`src/rtl/sram_access_responder_pkg.sv`:
```
// Shared definitions for the SRAM access path: FSM state encoding and widths
// used by the responder and its wait-state counter.
package mem_if_pkg;

   localparam int SRAM_ADDR_W = 26;
   localparam int WAIT_CNT_W  = 4;

   typedef enum logic [2:0] {
      IDLE   = 3'd0,
      SETUP  = 3'd1,
      ACCESS = 3'd2,
      HOLD   = 3'd3,
      RESP   = 3'd4
   } sram_state_t;

endpackage

```
`src/rtl/sram_access_responder_wait_counter.sv`:
```
// Load/decrement down-counter that times how long the SRAM strobes stay
// active; saturates at zero and flags it.
module access_wait_counter
   import mem_if_pkg::*;
(
   input  logic                  clk,
   input  logic                  rst,
   input  logic                  i_load,
   input  logic                  i_dec,
   input  logic [WAIT_CNT_W-1:0] i_loadValue,
   output logic                  o_zero
);

   logic [WAIT_CNT_W-1:0] r_count;

   always_ff @(posedge clk) begin
      if (rst) begin
         r_count <= '0;
      end else if (i_load) begin
         r_count <= i_loadValue;
      end else if (i_dec && (r_count != '0)) begin
         r_count <= r_count - 1'b1;
      end
   end

   assign o_zero = (r_count == '0);

endmodule

```
`src/rtl/sram_access_responder.sv`:
```
// Memory-side responder: takes one read/write request at a time, drives an
// async SRAM with programmable wait states and returns read data.
module sram_access_responder
   import mem_if_pkg::*;
#(
   parameter int ADDR_W      = SRAM_ADDR_W,
   parameter int DATA_W      = 32,
   parameter int WAIT_CYCLES = 2
) (
   input  logic              clk,
   input  logic              rst,
   input  logic              req_valid,
   output logic              req_ready,
   input  logic              req_write,
   input  logic [ADDR_W-1:0] req_addr,
   input  logic [DATA_W-1:0] req_wdata,
   output logic              rsp_valid,
   input  logic              rsp_ready,
   output logic [DATA_W-1:0] rsp_rdata,
   output logic [ADDR_W-1:0] sram_addr,
   output logic [DATA_W-1:0] sram_wdata,
   input  logic [DATA_W-1:0] sram_rdata,
   output logic              sram_ce,
   output logic              sram_oe,
   output logic              sram_we,
   output logic              busy
);

   if ((WAIT_CYCLES < 1) || (WAIT_CYCLES > 15)) begin : gBadWait
      $error("sram_access_responder: WAIT_CYCLES must be within 1..15");
   end

   sram_state_t       r_state;
   sram_state_t       w_nextState;
   logic              r_wr;
   logic [ADDR_W-1:0] r_addr;
   logic [DATA_W-1:0] r_wdata;
   logic [DATA_W-1:0] r_rdata;
   logic              w_accept;
   logic              w_waitDone;

   assign req_ready = (r_state == IDLE);
   assign w_accept  = req_valid && req_ready;

   // The counter is loaded during SETUP so ACCESS lasts exactly WAIT_CYCLES cycles.
   access_wait_counter uWaitCounter (
      .clk         (clk),
      .rst         (rst),
      .i_load      (r_state == SETUP),
      .i_dec       (r_state == ACCESS),
      .i_loadValue (WAIT_CNT_W'(WAIT_CYCLES - 1)),
      .o_zero      (w_waitDone)
   );

   always_comb begin
      w_nextState = r_state;
      case (r_state)
         IDLE:    if (w_accept) w_nextState = SETUP;
         SETUP:   w_nextState = ACCESS;
         ACCESS:  if (w_waitDone) w_nextState = r_wr ? HOLD : RESP;
         HOLD:    w_nextState = IDLE;
         RESP:    if (rsp_ready) w_nextState = IDLE;
         default: w_nextState = IDLE;
      endcase
   end

   always_ff @(posedge clk) begin
      if (rst) begin
         r_state <= IDLE;
         r_wr    <= 1'b0;
         r_addr  <= '0;
         r_wdata <= '0;
         r_rdata <= '0;
      end else begin
         r_state <= w_nextState;
         if (w_accept) begin
            r_wr    <= req_write;
            r_addr  <= req_addr;
            r_wdata <= req_wdata;
         end
         // Read data is sampled on the last ACCESS edge while OE is still asserted.
         if ((r_state == ACCESS) && w_waitDone && !r_wr) begin
            r_rdata <= sram_rdata;
         end
      end
   end

   assign sram_ce    = (r_state == SETUP) || (r_state == ACCESS) || (r_state == HOLD);
   assign sram_oe    = ((r_state == SETUP) || (r_state == ACCESS)) && !r_wr;
   assign sram_we    = (r_state == ACCESS) && r_wr;
   assign sram_addr  = r_addr;
   assign sram_wdata = r_wdata;
   assign rsp_rdata  = r_rdata;
   assign rsp_valid  = (r_state == RESP);
   assign busy       = (r_state != IDLE);

endmodule

```
`config.mk`:
```
export PLATFORM = sky130hd
export DESIGN_NAME = sram_access_responder
export DESIGN_NICKNAME = d
export VERILOG_FILES = /design/src/rtl/sram_access_responder_pkg.sv /design/src/rtl/sram_access_responder_wait_counter.sv /design/src/rtl/sram_access_responder.sv
export SDC_FILE = /design/constraint.sdc
export NUM_CORES = 1
export LEC_CHECK = 0
export CAP_MARGIN = 10
export CELL_PAD_IN_SITES_DETAIL_PLACEMENT = 2
export CELL_PAD_IN_SITES_GLOBAL_PLACEMENT = 2
export CORE_MARGIN = 2
export CORE_UTILIZATION = 22
export DETAILED_ROUTE_END_ITERATION = 12
export PLACE_DENSITY_LB_ADDON = 0.1
export RECOVER_POWER = 25
export SLEW_MARGIN = 40
export SYNTH_ARGS = -nofsm -noshare
export SYNTH_HDL_FRONTEND = slang
export SYNTH_HIERARCHICAL = 1
export SYNTH_SLANG_ARGS = --single-unit
```
`constraint.sdc`:
```
create_clock -name clk -period 2.4 [get_ports clk]
set_input_delay 0.36 -clock clk [delete_from_list [all_inputs] [get_ports clk]]
set_output_delay 0.36 -clock clk [all_outputs]
set_load 0.01 [all_outputs]
```
==> impl_metrics.toml, run 1 <==
[status]
outcome = "complete, no violations"

[sta]
hold_slack_ns = 0.454
post-route-period-util_pct = 95.3
fin_crit_ns = 2.29
setup-tns-final_ns = 0
final_max_slew_viol_count = 0
setup_ws_ns = 0.112
setup_violations = 0
hold_viol = 0
finClkSkew_ns = 0.0118
rsz0062_at_grt = "no"
fmaxAchievable_ghz = 0.437

[logic_synthesis]
postSynthCellCount = 461
synth_area_leader_cell = "dfxtp_1"
synth_area_leaders = "dfxtp_1 (49%), nand2_1 (11%), nand2b_1 (10%)"
synth_top_area_share_pct = 49.2
synth_edf_count = 0
synthFlopType = "dfxtp_1"
asyncSetResetFlopFracSynth_pct = 0
ys_types = 37
yosysSeqAreaShare_pct = 49.2
syn_area_per_cell_um2 = 8.65
yosysWarnings = 6
synth_area_mm2 = 0.00399
ys_ff_latch = 98

[place]
dpl.cell_count = 858
port_buffers = 190
dp_slack_ns = 0.252
hpwlAfterDp_um = 9880
globalplace.congestion = 0.713

[finish]
syn_to_final_growth_pct = 62.4
fin_util_pct = 36.2
stdcell_count = 875
nets = 736
fillCellCount = 1976
drive_above_1_share_pct = 5.27

[clock_tree]
holdBufCountCts = 0
cts_root_buffer = "clkbuf_16"
insertion_delay_ns = 0.35
clock-sinks = 98
cts_buffers = 9
clkTransAtPathRegs_ns = 0.07
cts_buffer_depth = 2
cts_tree = "built"
h-tree-depth = 3
post_cts_resized = 1
cts_setup_buffers = 0

[hold_path]
hold_class = "register to register"

[power_and_ir_drop]
ir_drop_v = 0.000333
power_density_mw_per_mm2 = 897
leakage_nw = 2.43

[global_routing]
antenna_found_initial = 1
grt_max_degree = 48
grtUsageTotal_pct = 14.3
grt_pass1_wl_um = 22000
globalRoute.totalOverflow = 0
grt_pass1_vias = 4145

[floorplan]
rows = 49
start_util_pct = 22.3
ios = 191
die_x_um = 139
fp.dieArea_mm2 = 0.0192
core_mm2 = 0.0179
die_y_um = 139

[routing]
antenna_left = 0
vias = 3776
routed_wl_um = 13700
wl_per_cell_um = 15.7
route.detailed.drc = 0
first_iter_violations = 127
via_per_inst = 4.32
dr.pass1.iters = 4

[critical_path]
cp-start-kind = "register"
crit_arrival_ns = 1.93
cp_max_fo = 11
cp.required_ns = 2.04
worstSetupPathType = "register to primary output"
cp-end-kind = "primary output"

[flow_run]
cap_violations = 0
## critical path, stage by stage (launching register included)
cell and delay, ns:
dfxtp_1 0.57, and2_1 0.32, o21ba_2 0.16, clkdlybuf4s50_1 0.53
## layer usage
layer,share of wire [%],GRT usage [%],vias up
li1,-,-,1856
met3,9.9,6.46,12
met5,0,0,-
met4,1.7,4.89,0
met2,47,23.7,123
met1,41,16.3,1785
## final cells by class
cell class / instances / area (um^2) / area share [%]
flip-flops and latches: 98 / 1960 / 30.3
multi-input cells: 325 / 1850 / 28.5
diodes: 1 / 2.50 / 0.0386
well taps: 229 / 287 / 4.42
clock inverters: 4 / 73.8 / 1.14
clock buffers: 12 / 256 / 3.96
inverters: 6 / 22.5 / 0.348
repair buffers: 200 / 2020 / 31.3
## through the flow
step	cell area, um^2	power, W
final	6480	0.00581
after global routing	6480	0.00622
after CTS	6470	0.00600
after detailed placement	6140	0.00435
after global placement	6140	0.00427
after floorplan	4000	0.00325
## worst paths after layout
check	startpoint	endpoint	slack (ns)	cells after the start
worst min-delay path	sram_addr[17]$_SDFFE_PP0P_	sram_addr[17]$_SDFFE_PP0P_	0.45	2
worst min register to register	sram_addr[17]$_SDFFE_PP0P_	sram_addr[17]$_SDFFE_PP0P_	0.45	2
worst max register to register	uWaitCounter/r_count[1]$_SDFFE_PP0P_	rsp_rdata[16]$_SDFFE_PP0P_	0.28	7
worst max-delay path	r_state[0]$_SDFFE_PP0P_	sram_oe	0.11	3
## cells in the final DEF, fill, tap and decap left out, types with 2 or more instances in the layout
| master | Yosys | layout |
|---|---|---|
| clkdlybuf4s50_1 | 0 | 141 |
| nand2_1 | 121 | 121 |
| dfxtp_1 | 98 | 97 |
| nand2b_1 | 65 | 65 |
| a21oi_1 | 60 | 60 |
| dlygate4sd3_1 | 0 | 48 |
| mux2i_1 | 34 | 34 |
| nor2_1 | 9 | 9 |
| clkbuf_16 | 0 | 9 |
| buf_4 | 3 | 7 |
| inv_1 | 6 | 6 |
| buf_12 | 0 | 4 |
| conb_1 | 2 | 4 |
| nor3_1 | 3 | 3 |
| and2_1 | 2 | 2 |
| a211oi_1 | 2 | 2 |
| a21o_1 | 2 | 2 |
| a311o_1 | 2 | 2 |
| bufinv_16 | 0 | 2 |
| clkbuf_8 | 0 | 2 |
| a311oi_1 | 2 | 2 |
## report_power, final
group / leakage (nW) / total, W / internal, W / switching (W)
sequential: 0.800 / 0.00212 / 0.00192 / 0.000194
combinational: 1.47 / 0.00208 / 0.00105 / 0.00103
clock: 0.163 / 0.00161 / 0.000972 / 0.000634
total: 2.43 / 0.00581 / 0.00395 / 0.00186
## kinds of logic after synthesis
| logic type | synth area share [%] |
|---|---|
| compound gates | 10.8 |
| fa+ha+maj | 0.314 |
| buf+inv | 4.70 |
| flops | 49.2 |
| mux | 8.53 |
| other cells | 0.188 |
| simple gates | 26.3 |
## sequential cells by signal, indices dropped and copies added, names as in the netlist
register              cells
sram_wdata               32
uWaitCounter/r_count      4
r_wr                      1
rsp_rdata                32
r_state                   3
sram_addr                26
## synthesized netlist by cell type (2+ instances only)
| cell type | count |
|---|---|
| a211oi_1 | 2 |
| a311o_1 | 2 |
| buf_2 | 9 |
| buf_6 | 2 |
| nand2b_1 | 65 |
| nor3_1 | 3 |
| mux2i_1 | 34 |
| a21oi_1 | 60 |
| nor2_1 | 9 |
| a21o_1 | 2 |
| buf_4 | 3 |
| conb_1 | 2 |
| clkbuf_1 | 20 |
| nand2_1 | 121 |
| and2_1 | 2 |
| dfxtp_1 | 98 |
| inv_1 | 6 |
| a311oi_1 | 2 |
No activity file was read; power rests on OpenSTA's default activity.
==> run 2, diff against run 1 <==
PLACE_DENSITY_LB_ADDON = 0.08   (was 0.1)
==> impl_metrics.toml, run 2 (same netlist as run 1, synthesis figures left out) <==
[routing]
antenna_left = 0
routed_wl_um = 13500
wl_per_cell_um = 15.4
route.detailed.drc = 0
vias = 3779
via_per_inst = 4.32
first_iter_violations = 60
dr.pass1.iters = 4

[floorplan]
die_x_um = 139
fp.dieArea_mm2 = 0.0192
die_y_um = 139
start_util_pct = 22.3
rows = 49
core_mm2 = 0.0179
ios = 191

[finish]
multi_input_area_mm2 = 0.00185
syn_to_final_growth_pct = 61.1
layout_commonest_cell = "clkdlybuf4s50_1"
drive_above_1_share_pct = 4.96
mostFrequentLayoutCells = "clkdlybuf4s50_1 (142), nand2_1 (121), dfxtp_1 (98)"
fillCellCount = 1981
fin_util_pct = 35.9
nets = 738
regArea_mm2 = 0.00196
num_antenna_cells = 0

[critical_path]
cp_num_buf_inv = 3
cp.required_ns = 2.04
crit_chain = "buf_4 > or3_1 > inv_1 > clkdlybuf4s50_1"
crit_path_max_incr_delay_ns = 0.54
crit_arrival_ns = 1.88
crit_family = "buffers and inverters"
cp_slowest_cell = "clkdlybuf4s50_1"
cp-end-kind = "primary output"
cp_max_fo = 13
cp-start-kind = "register"
worstSetupPathType = "register to primary output"

[clock_tree]
insertion_delay_ns = 0.34
clock-sinks = 98
cts_root_buffer = "clkbuf_16"
cts_buffer_depth = 2
cts_setup_buffers = 0
clkTransAtPathRegs_ns = 0.07
cts_tree = "built"
holdBufCountCts = 0
h-tree-depth = 3
post_cts_resized = 0
cts_buffers = 9

[place]
hpwlAfterDp_um = 9810
port_buffers = 190
globalplace.congestion = 0.736

[power_and_ir_drop]
ir_drop_v = 0.000335
power_density_mw_per_mm2 = 890
leakage_nw = 2.41

[sta]
fin_crit_ns = 2.24
final_max_slew_viol_count = 0
slew_headroom_pct = 58.7
post-route-period-util_pct = 93.2
setup-tns-final_ns = 0
worst_pin_slew_ns = 0.619
setup_violations = 0
finClkSkew_ns = 0.00552
hold_slack_ns = 0.452
fmaxAchievable_ghz = 0.447
rsz0062_at_grt = "no"
hold_viol = 0

[global_routing]
antenna_found_initial = 0
globalRoute.totalOverflow = 0
grtUsageTotal_pct = 14.1
grt_max_degree = 78
grt_pass1_vias = 4224
grt_pass1_wl_um = 21900

[status]
outcome = "complete, no violations"

[flow_run]
cap_violations = 0

[hold_path]
hold_class = "register to register"
run 2: final timing paths:
path / startpoint / endpoint / slack, ns / depth (start not counted)
max reg2reg: uWaitCounter/r_count[1]$_SDFFE_PP0P_ / rsp_rdata[29]$_SDFFE_PP0P_ / 0.30 / 7
min: sram_wdata[16]$_SDFFE_PP0P_ / sram_wdata[16]$_SDFFE_PP0P_ / 0.45 / 2
max: r_state[2]$_SDFFE_PP0P_ / req_ready / 0.16 / 4
min reg2reg: sram_wdata[16]$_SDFFE_PP0P_ / sram_wdata[16]$_SDFFE_PP0P_ / 0.45 / 2
run 2: area by class of cell:
cell class,instances,share of cell area (%)
Clock buffer,11,3.78
Clock inverter,3,1.01
Inverter,6,0.351
Multi-Input combinational cell,325,28.8
Sequential cell,98,30.5
Tap cell,229,4.46
Timing Repair Buffer,202,31.1
run 2: routing by layer:
layer	GRT usage, %	part of all wire (%)	wire [um]
met1	16.1	42	5660
met2	24.8	49	6650
met3	4.70	7.1	953
met4	4.78	1.5	196
met5	0	0	0
run 2: report_power, final:
part,internal (W),switching (W),total [W]
combinational,0.00103,0.00106,0.00208
sequential,0.00192,0.000162,0.00208
clock,0.000930,0.000617,0.00155
run 2: metrics by stage:
step                      instances  cell area [um^2]  total power (W)  setup slack [ns]
after CTS                       874              6430          0.00594             0.126
after global placement          860              6120          0.00426             0.266
after detailed placement        860              6120          0.00432             0.219
after global routing            874              6420          0.00615            0.0953
final                           874              6420          0.00572             0.163
after floorplan                 463              4000          0.00325             0.432
run 2: tightest hold or removal path: stages (launching register included):
cell and delay [ns]:
dfxtp_1 0.31, nand2_1 0.05, a21oi_1 0.05
